**config.mk**
```make
export PLATFORM = sky130hd
export DESIGN_NAME = mult_secuencial
export DESIGN_NICKNAME = d
export VERILOG_FILES = /design/src/rtl/mult_pkg.sv /design/src/rtl/mult_datapath.sv /design/src/rtl/mult_secuencial.sv
export SDC_FILE = /design/constraint.sdc
export NUM_CORES = 1
export LEC_CHECK = 0
export ABC_AREA = 1
export BUFFER_PORTS_ARGS = -buffer_cell sky130_fd_sc_hd__buf_2
export CORE_MARGIN = 5
export CORE_UTILIZATION = 35
export CTS_BUF_LIST = sky130_fd_sc_hd__clkbuf_8
export DETAILED_ROUTE_END_ITERATION = 12
export GPL_TIMING_DRIVEN = 0
export SLEW_MARGIN = 20
export SYNTH_ARGS = -nofsm -noshare
export SYNTH_HDL_FRONTEND = slang
export SYNTH_SLANG_ARGS = --single-unit
export TNS_END_PERCENT = 10
```
**constraint.sdc**
```tcl
create_clock -name clk -period 6.6 [get_ports clk]
set_input_delay 0.33 -clock clk [delete_from_list [all_inputs] [get_ports clk]]
set_output_delay 0.33 -clock clk [all_outputs]
set_load 0.02 [all_outputs]
```
**src/rtl/mult_pkg.sv**
```systemverilog
// Shared definitions for the sequential shift-add multiplier.
//   state_t       : controller states (IDLE, MULT, DONE)
//   DEFAULT_WIDTH : default operand width used by mult_secuencial and mult_datapath
package mult_pkg;

  localparam int DEFAULT_WIDTH = 8;

  typedef enum logic [1:0] {
    IDLE = 2'd0,
    MULT = 2'd1,
    DONE = 2'd2
  } state_t;

endpackage

```
**src/rtl/mult_datapath.sv**
```systemverilog
// Shift-add datapath of the sequential multiplier: operand magnitude capture,
// accumulator/multiplier shift register, adder and final sign correction.
//   clk, rst      : clock, asynchronous active-low reset
//   load          : capture |a|, |b| and the result sign, clear the accumulator
//   step          : perform one add-and-shift iteration
//   finish        : with step, the current iteration is the last one; load producto
//   signed_mode   : operands are two's complement when 1
//   a, b          : multiplicand, multiplier
//   producto      : final product (held until the next finished multiplication)
module mult_datapath
  import mult_pkg::*;
#(
  parameter int WIDTH = DEFAULT_WIDTH
) (
  input  logic               clk,
  input  logic               rst,
  input  logic               load,
  input  logic               step,
  input  logic               finish,
  input  logic               signed_mode,
  input  logic [WIDTH-1:0]   a,
  input  logic [WIDTH-1:0]   b,
  output logic [2*WIDTH-1:0] producto
);

  localparam logic [WIDTH-1:0]   ONE_W = WIDTH'(1);
  localparam logic [2*WIDTH-1:0] ONE_P = (2*WIDTH)'(1);

  logic [WIDTH-1:0]   mcand_q, mcand_d;
  logic [WIDTH-1:0]   acc_q, acc_d;
  logic [WIDTH-1:0]   mplier_q, mplier_d;
  logic               sign_q, sign_d;
  logic [2*WIDTH-1:0] prod_q, prod_d;

  logic [WIDTH-1:0]   a_mag, b_mag, addend;
  logic [WIDTH:0]     sum;
  logic [2*WIDTH-1:0] shifted;

  always_comb begin
    // Negating -2^(WIDTH-1) yields the same bit pattern, which read as an
    // unsigned magnitude is exactly 2^(WIDTH-1): no extra bit is needed.
    a_mag  = (signed_mode && a[WIDTH-1]) ? (~a + ONE_W) : a;
    b_mag  = (signed_mode && b[WIDTH-1]) ? (~b + ONE_W) : b;

    addend = mplier_q[0] ? mcand_q : '0;
    // Adder keeps its carry in sum[WIDTH]; the right shift of
    // {carry, acc, mplier} drops mplier[0] and brings the carry into acc.
    sum     = {1'b0, acc_q} + {1'b0, addend};
    shifted = {sum, mplier_q[WIDTH-1:1]};

    mcand_d  = mcand_q;
    acc_d    = acc_q;
    mplier_d = mplier_q;
    sign_d   = sign_q;
    prod_d   = prod_q;

    if (load) begin
      mcand_d  = a_mag;
      mplier_d = b_mag;
      acc_d    = '0;
      sign_d   = signed_mode & (a[WIDTH-1] ^ b[WIDTH-1]);
    end else if (step) begin
      acc_d    = shifted[2*WIDTH-1:WIDTH];
      mplier_d = shifted[WIDTH-1:0];
      if (finish) begin
        prod_d = sign_q ? (~shifted + ONE_P) : shifted;
      end
    end
  end

  always_ff @(posedge clk or negedge rst) begin
    if (!rst) begin
      mcand_q  <= '0;
      acc_q    <= '0;
      mplier_q <= '0;
      sign_q   <= 1'b0;
      prod_q   <= '0;
    end else begin
      mcand_q  <= mcand_d;
      acc_q    <= acc_d;
      mplier_q <= mplier_d;
      sign_q   <= sign_d;
      prod_q   <= prod_d;
    end
  end

  assign producto = prod_q;

endmodule

```
**src/rtl/mult_secuencial.sv**
```systemverilog
// Sequential WIDTH x WIDTH multiplier (signed or unsigned), one shift-add
// iteration per clock; the result appears WIDTH cycles after acceptance.
//   clk, rst            : clock, asynchronous active-low reset
//   valid / ready       : request handshake (ready only in IDLE)
//   signed_mode, a, b   : mode and operands, sampled at acceptance
//   producto            : 2*WIDTH result
//   out_valid/out_ready : result handshake (out_valid only in DONE)
//   flush               : synchronous abort back to IDLE
//   busy                : high while iterating (MULT)
//   contador            : current iteration index (debug)
//
// Handshake: a transfer happens on a rising edge where valid && ready (input
// side) or out_valid && out_ready (output side). Once out_valid is high,
// producto and out_valid stay unchanged until the transfer edge. ready, busy
// and out_valid are one-hot decodes of the controller state, so the state is
// always observable from the ports.
module mult_secuencial
  import mult_pkg::*;
#(
  parameter int WIDTH = DEFAULT_WIDTH,
  parameter int CW    = $clog2(WIDTH)
) (
  input  logic               clk,
  input  logic               rst,
  input  logic               valid,
  output logic               ready,
  input  logic               signed_mode,
  input  logic [WIDTH-1:0]   a,
  input  logic [WIDTH-1:0]   b,
  output logic [2*WIDTH-1:0] producto,
  output logic               out_valid,
  input  logic               out_ready,
  input  logic               flush,
  output logic               busy,
  output logic [CW-1:0]      contador
);

  localparam logic [CW-1:0] LAST_IDX = CW'(WIDTH - 1);
  localparam logic [CW-1:0] ONE_C    = CW'(1);

  state_t        state_q, state_d;
  logic [CW-1:0] contador_q, contador_d;
  logic          load, step, finish;

  always_comb begin
    state_d    = state_q;
    contador_d = contador_q;
    load       = 1'b0;
    step       = 1'b0;
    finish     = 1'b0;

    // flush overrides everything, including a request or the last iteration.
    if (flush) begin
      state_d    = IDLE;
      contador_d = '0;
    end else begin
      unique case (state_q)
        IDLE: begin
          if (valid) begin
            load       = 1'b1;
            contador_d = '0;
            state_d    = MULT;
          end
        end
        MULT: begin
          step = 1'b1;
          if (contador_q == LAST_IDX) begin
            finish     = 1'b1;
            contador_d = '0;
            state_d    = DONE;
          end else begin
            contador_d = contador_q + ONE_C;
          end
        end
        DONE: begin
          // ready is low here, so a request arriving together with the
          // output transfer waits for the following IDLE cycle.
          if (out_ready) begin
            state_d = IDLE;
          end
        end
        default: begin
          state_d    = IDLE;
          contador_d = '0;
        end
      endcase
    end
  end

  always_ff @(posedge clk or negedge rst) begin
    if (!rst) begin
      state_q    <= IDLE;
      contador_q <= '0;
    end else begin
      state_q    <= state_d;
      contador_q <= contador_d;
    end
  end

  assign ready     = (state_q == IDLE);
  assign busy      = (state_q == MULT);
  assign out_valid = (state_q == DONE);
  assign contador  = contador_q;

  mult_datapath #(
    .WIDTH(WIDTH)
  ) u_datapath (
    .clk        (clk),
    .rst        (rst),
    .load       (load),
    .step       (step),
    .finish     (finish),
    .signed_mode(signed_mode),
    .a          (a),
    .b          (b),
    .producto   (producto)
  );

endmodule

```
# [After elaboration in Yosys (flattened, before gate mapping)]
# Cells that the tools add are included.
[totals] elab_cells=57 in_bits=22 reg_bits=46
[op_classes] bitwise_logic=6 mux=25 n_reduce_logical=7 eq_ne=7 n_addsub=5
[ops] operator="$mux W8" n=7
[ops] operator="$add A16 B1 Y16 const B" n=1
[ops] operator="$add A8 B1 Y8 const B" n=2
[ops] operator="$mux W16" n=1
[ops] operator="$not A16 Y16" n=1
[ops] operator="$not A8 Y8" n=2
[ops] operator="$add A8 B8 Y9" n=1
[ops] operator="$mux W3" n=3
[ops] operator="$pmux W3 S3" n=1
[ops] operator="$mux W1" n=8
[ops] operator="$mux W2" n=4
[ops] operator="$ne A3 B2 Y1 const B" n=2
[ops] operator="$pmux W2 S3" n=1
[ops] operator="$reduce_and A3 Y1" n=2
[ops] operator="$add A3 B1 Y3 const B" n=1
[ops] operator="$eq A3 B3 Y1 const B" n=1
[ops] operator="$ne A3 B1 Y1 const B" n=1
[ops] operator="$eq A2 B1 Y1 const B" n=1
[ops] operator="$eq A2 B2 Y1 const B" n=1
[ops] operator="$logic_and A1 B1 Y1" n=2
[ops] operator="$logic_not A2 Y1" n=1
[ops] operator="$ne A2 B1 Y1 const B" n=1
[ops] operator="$reduce_and A2 Y1" n=1
[ops] operator="$reduce_bool A2 Y1" n=1
[ops] operator="other kinds (3)" n=3

# [Logic depth before layout (Yosys ltp)]
# Gate-level depths: netlist (run 1).
[depth] word_depth=5 mapped_depth=17 mapped_depth_nobuf=16

# [Hierarchy]
# A second synthesis (run 1) with hierarchy kept.
[hier_totals] cells_unflattened=380 area_unflattened_um2=2874.0
[by_module_without_submodules] module="mult_datapath" instances=1 area_per_inst_um2=2607.5 cells_per_inst=345
[by_module_without_submodules] module="mult_secuencial" instances=1 area_per_inst_um2=266.5 cells_per_inst=35

# [Least setup slack after synthesis (run 1)]
# No wires, ideal clock.
[synth_path] path_kind="register to register" from="register u_datapath.mplier_q[0]" to="register u_datapath.prod_q[14] (netlist: u_datapath.producto[14])" period_less_slack_ns=2.198 path_stages_with_launch=16 path_buffers=1 setup_ns=0.117 t_arrival_ns=2.081 setup_slack_ns=4.402 cell_sequence="dfrtp_1 > clkbuf_1 > nand2_1 > inv_1 > ha_1 > fa_1 > xnor2_1 > nand2_1 > nor2_2 > nand2_1 > nor2_1 > nand3_1 > nand2_1 > nand2_1 > nand3_1 > nand2_1"
[synth_via] elab_chain_len=5
[synth_lines] element="start, declared" line="mult_datapath.sv:31" source="logic [WIDTH-1:0] mplier_q, mplier_d;"
[synth_lines] element="start signal, assigned" line="mult_datapath.sv:81" source="mplier_q <= mplier_d;"
[synth_lines] element="$mux W8 *" line="mult_datapath.sv:45" source="addend = mplier_q[0] ? mcand_q : '0;"
[synth_lines] element="$add A8 B8 Y9 *" line="mult_datapath.sv:48" source="sum = {1'b0, acc_q} + {1'b0, addend};"
[synth_lines] element="$not A16 Y16" line="mult_datapath.sv:66" source="prod_d = sign_q ? (~shifted + ONE_P) : shifted;"
[synth_lines] element="$add A16 B1 Y16" line="mult_datapath.sv:66"
[synth_lines] element="$mux W16 *" line="mult_datapath.sv:66"
[synth_lines] element="end signal, assigned" line="mult_datapath.sv:83" source="prod_q <= prod_d;"
[synth_lines] element="end, declared" line="mult_datapath.sv:33" source="logic [2*WIDTH-1:0] prod_q, prod_d;"
# Mark *: on every way between the ends. The rest lies on a longest branch, timed or not.
# A chain may end at the register's enable or synchronous reset.

# [Final worst setup path (run 1)]
# Same ends and word-level chain as after synthesis.

==> out/results.tsv, run 1 <==
stage	metric	value	unit
run_status	status	completed	
hold_path	Worst Hold Class	input pin to async pin	
worst_setup_path	CP max stage delay	0.40	ns
drt	vias per cell	4.639	
die	area of the core	8134	um^2
cts	clock latency at the later pin of the worst-skew pair	0.30	ns
cts	CTS tree	done	
worst_setup_path	WS Path Type	register to register	
synth	Area contributors post-synth	dfrtp_1, nand2_1, inv_1	
synth	syn_nets	418	
drt	drt pass-1 iters	4	
cts	Setup Fix Bufs, Post-CTS	0	
worst_setup_path	Worst R2R Setup Slack	4.15	ns
sta	RSZ-0062 raised after global routing	false	
cts	PostCTS Resize Cnt	0	
sta	Final Cycle Share	37.05	%
pwr	Comb pwr share	32.4	%
placed_design	dpl cells	530	
layout	fill cell count	844	
pwr	Tot Pwr	0.0008229	W
cts	root buffer cell	clkbuf_8	
sta	Final Slew Violations	0	
die	die height	100.9	um
drt	highest routing layer actually used	met4	
sta	setup TNS	0	ns
pwr	Power Dens Cells	245.7	nW/um^2
pwr	internal power	0.0005260	W
die	die footprint	10180	um^2
worst_setup_path	crit end category	register	
drt	number of remaining DRC errors	0	
synth	YS warnings	0	
worst_setup_path	critical path cell sequence	clkbuf_1 -> nand2_1 -> inv_1 -> ha_1 -> fa_1 -> xnor2_1 -> nand2_1 -> nor2_2 -> nand2_1 -> nor2_1 -> nand3_1 -> nand2_1 -> nand2_1 -> nand3_1 -> nand2_1	
layout	layout cells sized above 1	16.86	%
worst_setup_path	CP Depth	15	
drt	met3 WL	295	um
sta	Final Skew	0.006686	ns
synth	register area share after synthesis	39.83	%
global_routing	grt ovf	0	
layout	nets	468	
worst_setup_path	crit start category	register	
die	Die Wd	100.9	um
cts	clock-pin slew on the worst setup and hold paths	0.09	ns
pwr	LEAKAGE	1.844	nW
die	Initial Util	35.53	%
layout	Layout area overhead	15.89	%
placed_design	routability congestion estimate	0.8523	
cts	H-Tree Depth	2	
synth	flops & latches, synth	46	
cts	CTS Buffer Depth	2	
global_routing	first-pass GRT wire length	11240	um
synth	Yosys top cell area share	39.83	%
pwr	switching power	0.0002970	W
worst_setup_path	Critical Path Most Common Cell	nand2_1	
worst_setup_path	worst-path maximum fanout	9	
drt	WL met2	3005	um
sta	endpoints failing setup	0	
worst_setup_path	R2R depth	15	
pwr	clock network power share	25.3	%
worst_setup_path	Required @ worst endpoint	6.80	ns
pwr	sequential power share	42.3	%
drt	DRT met1 WL	3017	um
placed_design	PortBufs	43	
synth	Synth Cell Area	2890	um^2
synth	Synth async-reset ratio	100.0	%
worst_setup_path	FF-to-FF End	u_datapath.producto[14]	
drt	DR vias	2496	
global_routing	largest net degree at the start of global routing	47	
synth	Synth Flop Type	dfrtp_1	
global_routing	antenna violations before repair	0	
synth	Mapped Cells	382	
worst_setup_path	crit path buf inv count	2	
synth	number of enable flip-flop cells after synthesis	0	
cts	CTS Buf Count	5	
worst_setup_path	Worst R2R Start	u_datapath.mplier_q[0]	
worst_setup_path	Worst setup startpoint	u_datapath.mplier_q[0]	
pwr	Max VDD drop	0.09351	mV
synth	synth unique cells	41	
drt	Total Routed Length	6407	um
sta	Achievable Freq	409.0	MHz
global_routing	vias in the first global route	2483	
sta	Worst Tran Pin Value	0.5797	ns
die	Row Count	33	
sta	crit path time final	2.445	ns
drt	routed len/inst	11.91	um
synth	Post-Syn Area per Cell	7.566	um^2
synth	Synth area leader	dfrtp_1	
drt	Antenna Nets Post-Route	0	
job	Max-cap violations	0	
drt	Initial DRC Count	108	
worst_setup_path	Setup crit end	u_datapath.producto[14]	
global_routing	GRT Total Usage	13.71	%
worst_setup_path	Critical-path top delay cell	fa_1	
pwr	Switching Share	36.08	%
layout	post-layout util	41.18	%
worst_setup_path	crit-path leading delay family	simple AND/OR/NAND/NOR gates	
layout	final cell count without fillers	538	
cts	CTS sink count	46	
worst_setup_path	CP arrival	2.64	ns
sta	relative slew slack	61.35	%
placed_design	Final HPWL DP	5082	um
layout	ant diodes	0	
cts	cts hold-fix bufs	0	
sta	Final Hold Fails	0	
die	IO Count	44	
-- worst register-to-register path, delay by kind of cell (launching register included) --
family                     cells  cell delay, ns
xor gates and xnor gates       1            0.28
adders and majority gates      2            0.60
buffers and inverters          2            0.22
DFF                            1            0.37
and+or+nand+nor               10            0.88
-- cells in the mapped netlist (4+ instances only) --
cell / n
nand3_1: 22
clkbuf_1: 4
o21ai_1: 14
nor3_1: 4
inv_1: 50
xor2_1: 17
dfrtp_1: 46
a21oi_1: 5
ha_1: 13
o21ai_0: 30
nor2_1: 23
inv_2: 8
nand2_1: 108
-- per-layer routing --
layer	up-vias	global-route usage, %
li1	1320	-
met1	1125	17.91
met2	44	22.84
met3	7	3.045
met4	0	3.731
met5	-	0
-- how the worst min path moves through the flow --
stage / endpoint / slack, ns / from
global route: contador[2] / 0.08 / rst
detailed placement: u_datapath.producto[13] / 0.46 / u_datapath.producto[13]
CTS: state_q[1] / 0.19 / out_ready
global placement: u_datapath.producto[14] / 0.46 / u_datapath.producto[14]
floorplan: contador[0] / 0.03 / rst
finish: contador[2] / 0.03 / rst
-- cell usage in the layout, fill, tap and decap left out, types with 2 or more instances in the layout --
cell type | synthesis | routed
xnor2_1 | 2 | 2
o221ai_1 | 2 | 2
a21oi_1 | 5 | 5
nor2_2 | 3 | 3
nand3_1 | 22 | 22
a22o_1 | 2 | 2
nor2_1 | 23 | 23
o211ai_1 | 3 | 3
xor2_1 | 17 | 17
inv_2 | 8 | 8
inv_1 | 50 | 51
o21ai_0 | 30 | 30
nand2_1 | 108 | 108
nand2_2 | 2 | 2
clkbuf_8 | 0 | 5
ha_1 | 13 | 13
o21ai_1 | 14 | 14
clkbuf_1 | 4 | 4
buf_2 | 3 | 45
nor3_1 | 4 | 4
dfrtp_1 | 46 | 46
-- power groups by stage --
stage	combinational (W)	sequential (W)	clock (W)
final	0.000267	0.000348	0.000208
after global routing	0.000310	0.000355	0.000227
after global placement	0.000264	0.000352	0
after detailed placement	0.000268	0.000354	0
after CTS	0.000270	0.000348	0.000215
after floorplan	0.000205	0.000348	0
-- logic make-up (layout without fill, tap and decap cells) --
logic type	after synthesis	in the layout	share of synthesized area (%)
flops	46	46	39.83
compound gates	65	65	12.86
simple gates	170	170	25.59
fa+ha+maj	14	14	6.321
xor+xnor	20	20	6.321
buf+inv	67	118	9.090
-- cell type report --
class                   count  area, um^2  area share [%]
well taps                 105       131.4           3.922
multi-input cells         269        1476           44.08
repair buffers             43       217.7           6.500
inverters                  59       221.5           6.612
clock buffers               5       68.82           2.055
clock inverters             3       41.29           1.233
flip-flops and latches     46        1151           34.37
plain buffers               8       41.29           1.233
-- state kept, by name, summed over array words and instances (netlist names) --
signal               count
contador                 3
state_q                  2
u_datapath.acc_q         8
u_datapath.mcand_q       8
u_datapath.mplier_q      8
u_datapath.producto     16
u_datapath.sign_q        1
-- per-stage QoR --
stage | hold slack [ns] | setup slack, ns | cell area [um^2]
finish | 0.02955 | 4.155 | 3349
global route | 0.07571 | 3.807 | 3349
CTS | 0.1880 | 4.127 | 3347
detailed placement | 0.4645 | 4.135 | 3237
global placement | 0.4636 | 4.168 | 3237
floorplan | 0.03441 | 4.402 | 2890
Power figures use the tool's default switching activity.
==> inputs of run 2 (changes only) <==
==> constraint.sdc (replaced) <==
create_clock -name clk -period 2.28 [get_ports clk]
set_input_delay 0.114 -clock clk [delete_from_list [all_inputs] [get_ports clk]]
set_output_delay 0.114 -clock clk [all_outputs]
set_load 0.02 [all_outputs]
==> out/results.tsv, run 2 (same netlist as run 1, synthesis figures left out) <==
stage	metric	value	unit	change
layout	final cell count without fillers	542		+0.74%
worst_setup_path	crit end category	register		
sta	Final Cycle Share	98.27	%	+61 points
die	die footprint	10180	um^2	unchanged
run_status	status	completed		
cts	clock latency at the later pin of the worst-skew pair	0.30	ns	about the same
die	Row Count	33		unchanged
global_routing	first-pass GRT wire length	11210	um	-0.25%
global_routing	largest net degree at the start of global routing	47		unchanged
global_routing	antenna violations before repair	0		unchanged
layout	most frequent cells in the layout	nand2_1, inv_1, buf_2, dfrtp_1, o21ai_0		
sta	Worst Tran Pin Value	0.5864	ns	+0.006697 ns
die	IO Count	44		unchanged
placed_design	dpl cells	530		unchanged
hold_path	min-delay src	a[7]		
placed_design	routability congestion estimate	0.8523		unchanged
sta	Final Skew	0.007729	ns	+0.001043 ns
hold_path	hold endpoint	u_datapath.mcand_q[7]		
global_routing	grt ovf	0		unchanged
cts	CTS Buf Count	5		unchanged
layout	ant diodes	0		unchanged
layout	nets	472		+0.85%
layout	commonest non-fill, non-tap cell in the layout	nand2_1		
hold_path	Worst Hold Class	input pin to register		
worst_setup_path	Required @ worst endpoint	2.48	ns	-4.32 ns
drt	DR vias	2553		+2.3%
drt	vias per cell	4.710		+1.5%
worst_setup_path	CP arrival	2.44	ns	-0.20 ns
layout	max FFs per register	16		unchanged
worst_setup_path	WS Path Type	register to register		
drt	Total Routed Length	6629	um	+3.5%
job	Max-cap violations	0		unchanged
worst_setup_path	worst-path maximum fanout	5		-4
die	Initial Util	35.53	%	unchanged
worst_setup_path	Worst R2R Setup Slack	0.04	ns	-4.12 ns
sta	Achievable Freq	446.3	MHz	+9.1%
drt	number of remaining DRC errors	0		unchanged
drt	Initial DRC Count	114		+5.6%
pwr	LEAKAGE	1.862	nW	+0.97%
sta	setup TNS	0	ns	unchanged
worst_setup_path	crit start category	register		
global_routing	vias in the first global route	2470		-0.52%
cts	CTS Buffer Depth	2		unchanged
cts	clock-pin slew on the worst setup and hold paths	0.09	ns	about the same
pwr	Max VDD drop	0.2748	mV	+190%
sta	RSZ-0062 raised after global routing	true		
placed_design	Final HPWL DP	5082	um	unchanged
sta	Final Slew Violations	0		unchanged
die	Die Wd	100.9	um	unchanged
worst_setup_path	FF-to-FF End	u_datapath.producto[15]		
drt	drt pass-1 iters	4		unchanged
sta	relative slew slack	60.91	%	-0.45 points
sta	endpoints failing setup	0		unchanged
cts	H-Tree Depth	2		unchanged
worst_setup_path	R2R depth	14		-1
sta	crit path time final	2.240	ns	-0.2046 ns
worst_setup_path	Worst R2R Start	u_datapath.mplier_q[0]		
pwr	Power Dens Cells	723.9	nW/um^2	+190%
layout	layout cells sized above 1	20.59	%	+3.7 points
layout	Layout area overhead	19.83	%	
cts	CTS sink count	46		unchanged
cts	root buffer cell	clkbuf_8		
drt	routed len/inst	12.23	um	+2.7%
drt	Antenna Nets Post-Route	0		unchanged
sta	Final Hold Fails	0		unchanged
die	area of the core	8134	um^2	unchanged
placed_design	PortBufs	43		unchanged
global_routing	GRT Total Usage	13.69	%	-0.027 points
cts	CTS tree	done		
hold_path	WHS Path Cells	3		
die	die height	100.9	um	unchanged
## run 2: what timing repair did
item	4_1_cts	5_1_grt
resized for setup	3	15
hold buffers	1	1
setup endpoints to repair	5	5
endpoints found under the hold margin	1	46
setup buffers	0	3
pin swaps	0	12
## run 2: report_power, final
part | total (W) | internal [W] | switching, W
logic | 0.000878 | 0.000346 | 0.000532
clock network | 0.000607 | 0.000323 | 0.000284
registers | 0.00102 | 0.000920 | 0.000102
total | 0.00251 | 0.00159 | 0.000918
## run 2: worst max-delay path by stage
stage                              end                    from
3_3_place_gp   u_datapath.producto[14]  u_datapath.mplier_q[0]
4_1_cts        u_datapath.producto[14]  u_datapath.mplier_q[0]
5_1_grt        u_datapath.producto[13]  u_datapath.mplier_q[0]
3_5_place_dp   u_datapath.producto[14]  u_datapath.mplier_q[0]
6_report       u_datapath.producto[15]  u_datapath.mplier_q[0]
2_1_floorplan  u_datapath.producto[14]  u_datapath.mplier_q[0]
## run 2: routing by layer
layer  vias up  track usage, %  routed length, um
met2        58           22.73               3154
met5         -               0                  0
li1       1332               -                  -
met4         0           3.731                 80
met3         5           3.045                381
met1      1158           17.92               3013
## run 2: per-stage QoR
step           utilization, %  cell area, um^2  hold WS (ns)  power, W  worst slack (ns)
3_5_place_dp            39.79             3237        0.3049  0.001802           -0.1849
6_report                42.58             3463       0.09459  0.002507           0.03955
2_1_floorplan               -             2890       -0.1816  0.001600           0.08206
5_1_grt                 42.58             3463        0.1040  0.002698           -0.1440
4_1_cts                 41.36             3364       0.02641  0.002424          0.006284
3_3_place_gp            39.79             3237        0.2897  0.001784           -0.1518
## run 2: final cells by class
cell class | count | area, um^2
timing repair buffer | 48 | 260.3
sequential | 46 | 1152
inverter | 59 | 221.5
tap | 105 | 131.4
fill | 833 | 4671
multi-input combinational | 269 | 1550
clock buffer | 5 | 68.82
clock inverter | 3 | 41.29
buffer | 7 | 37.54
## run 2: worst max-delay path, cell delays in order, from the launching register on
cell and delay, ns:
dfrtp_2 0.44, nand2_2 0.08, inv_2 0.04, ha_4 0.16, fa_2 0.42, xnor2_4 0.22, nand2_2 0.11, nor2_2 0.12
nand2_1 0.08, nor2_2 0.15, nand3_2 0.08, nand2_1 0.07, nand2_1 0.05, nand3_1 0.06, nand2_1 0.05
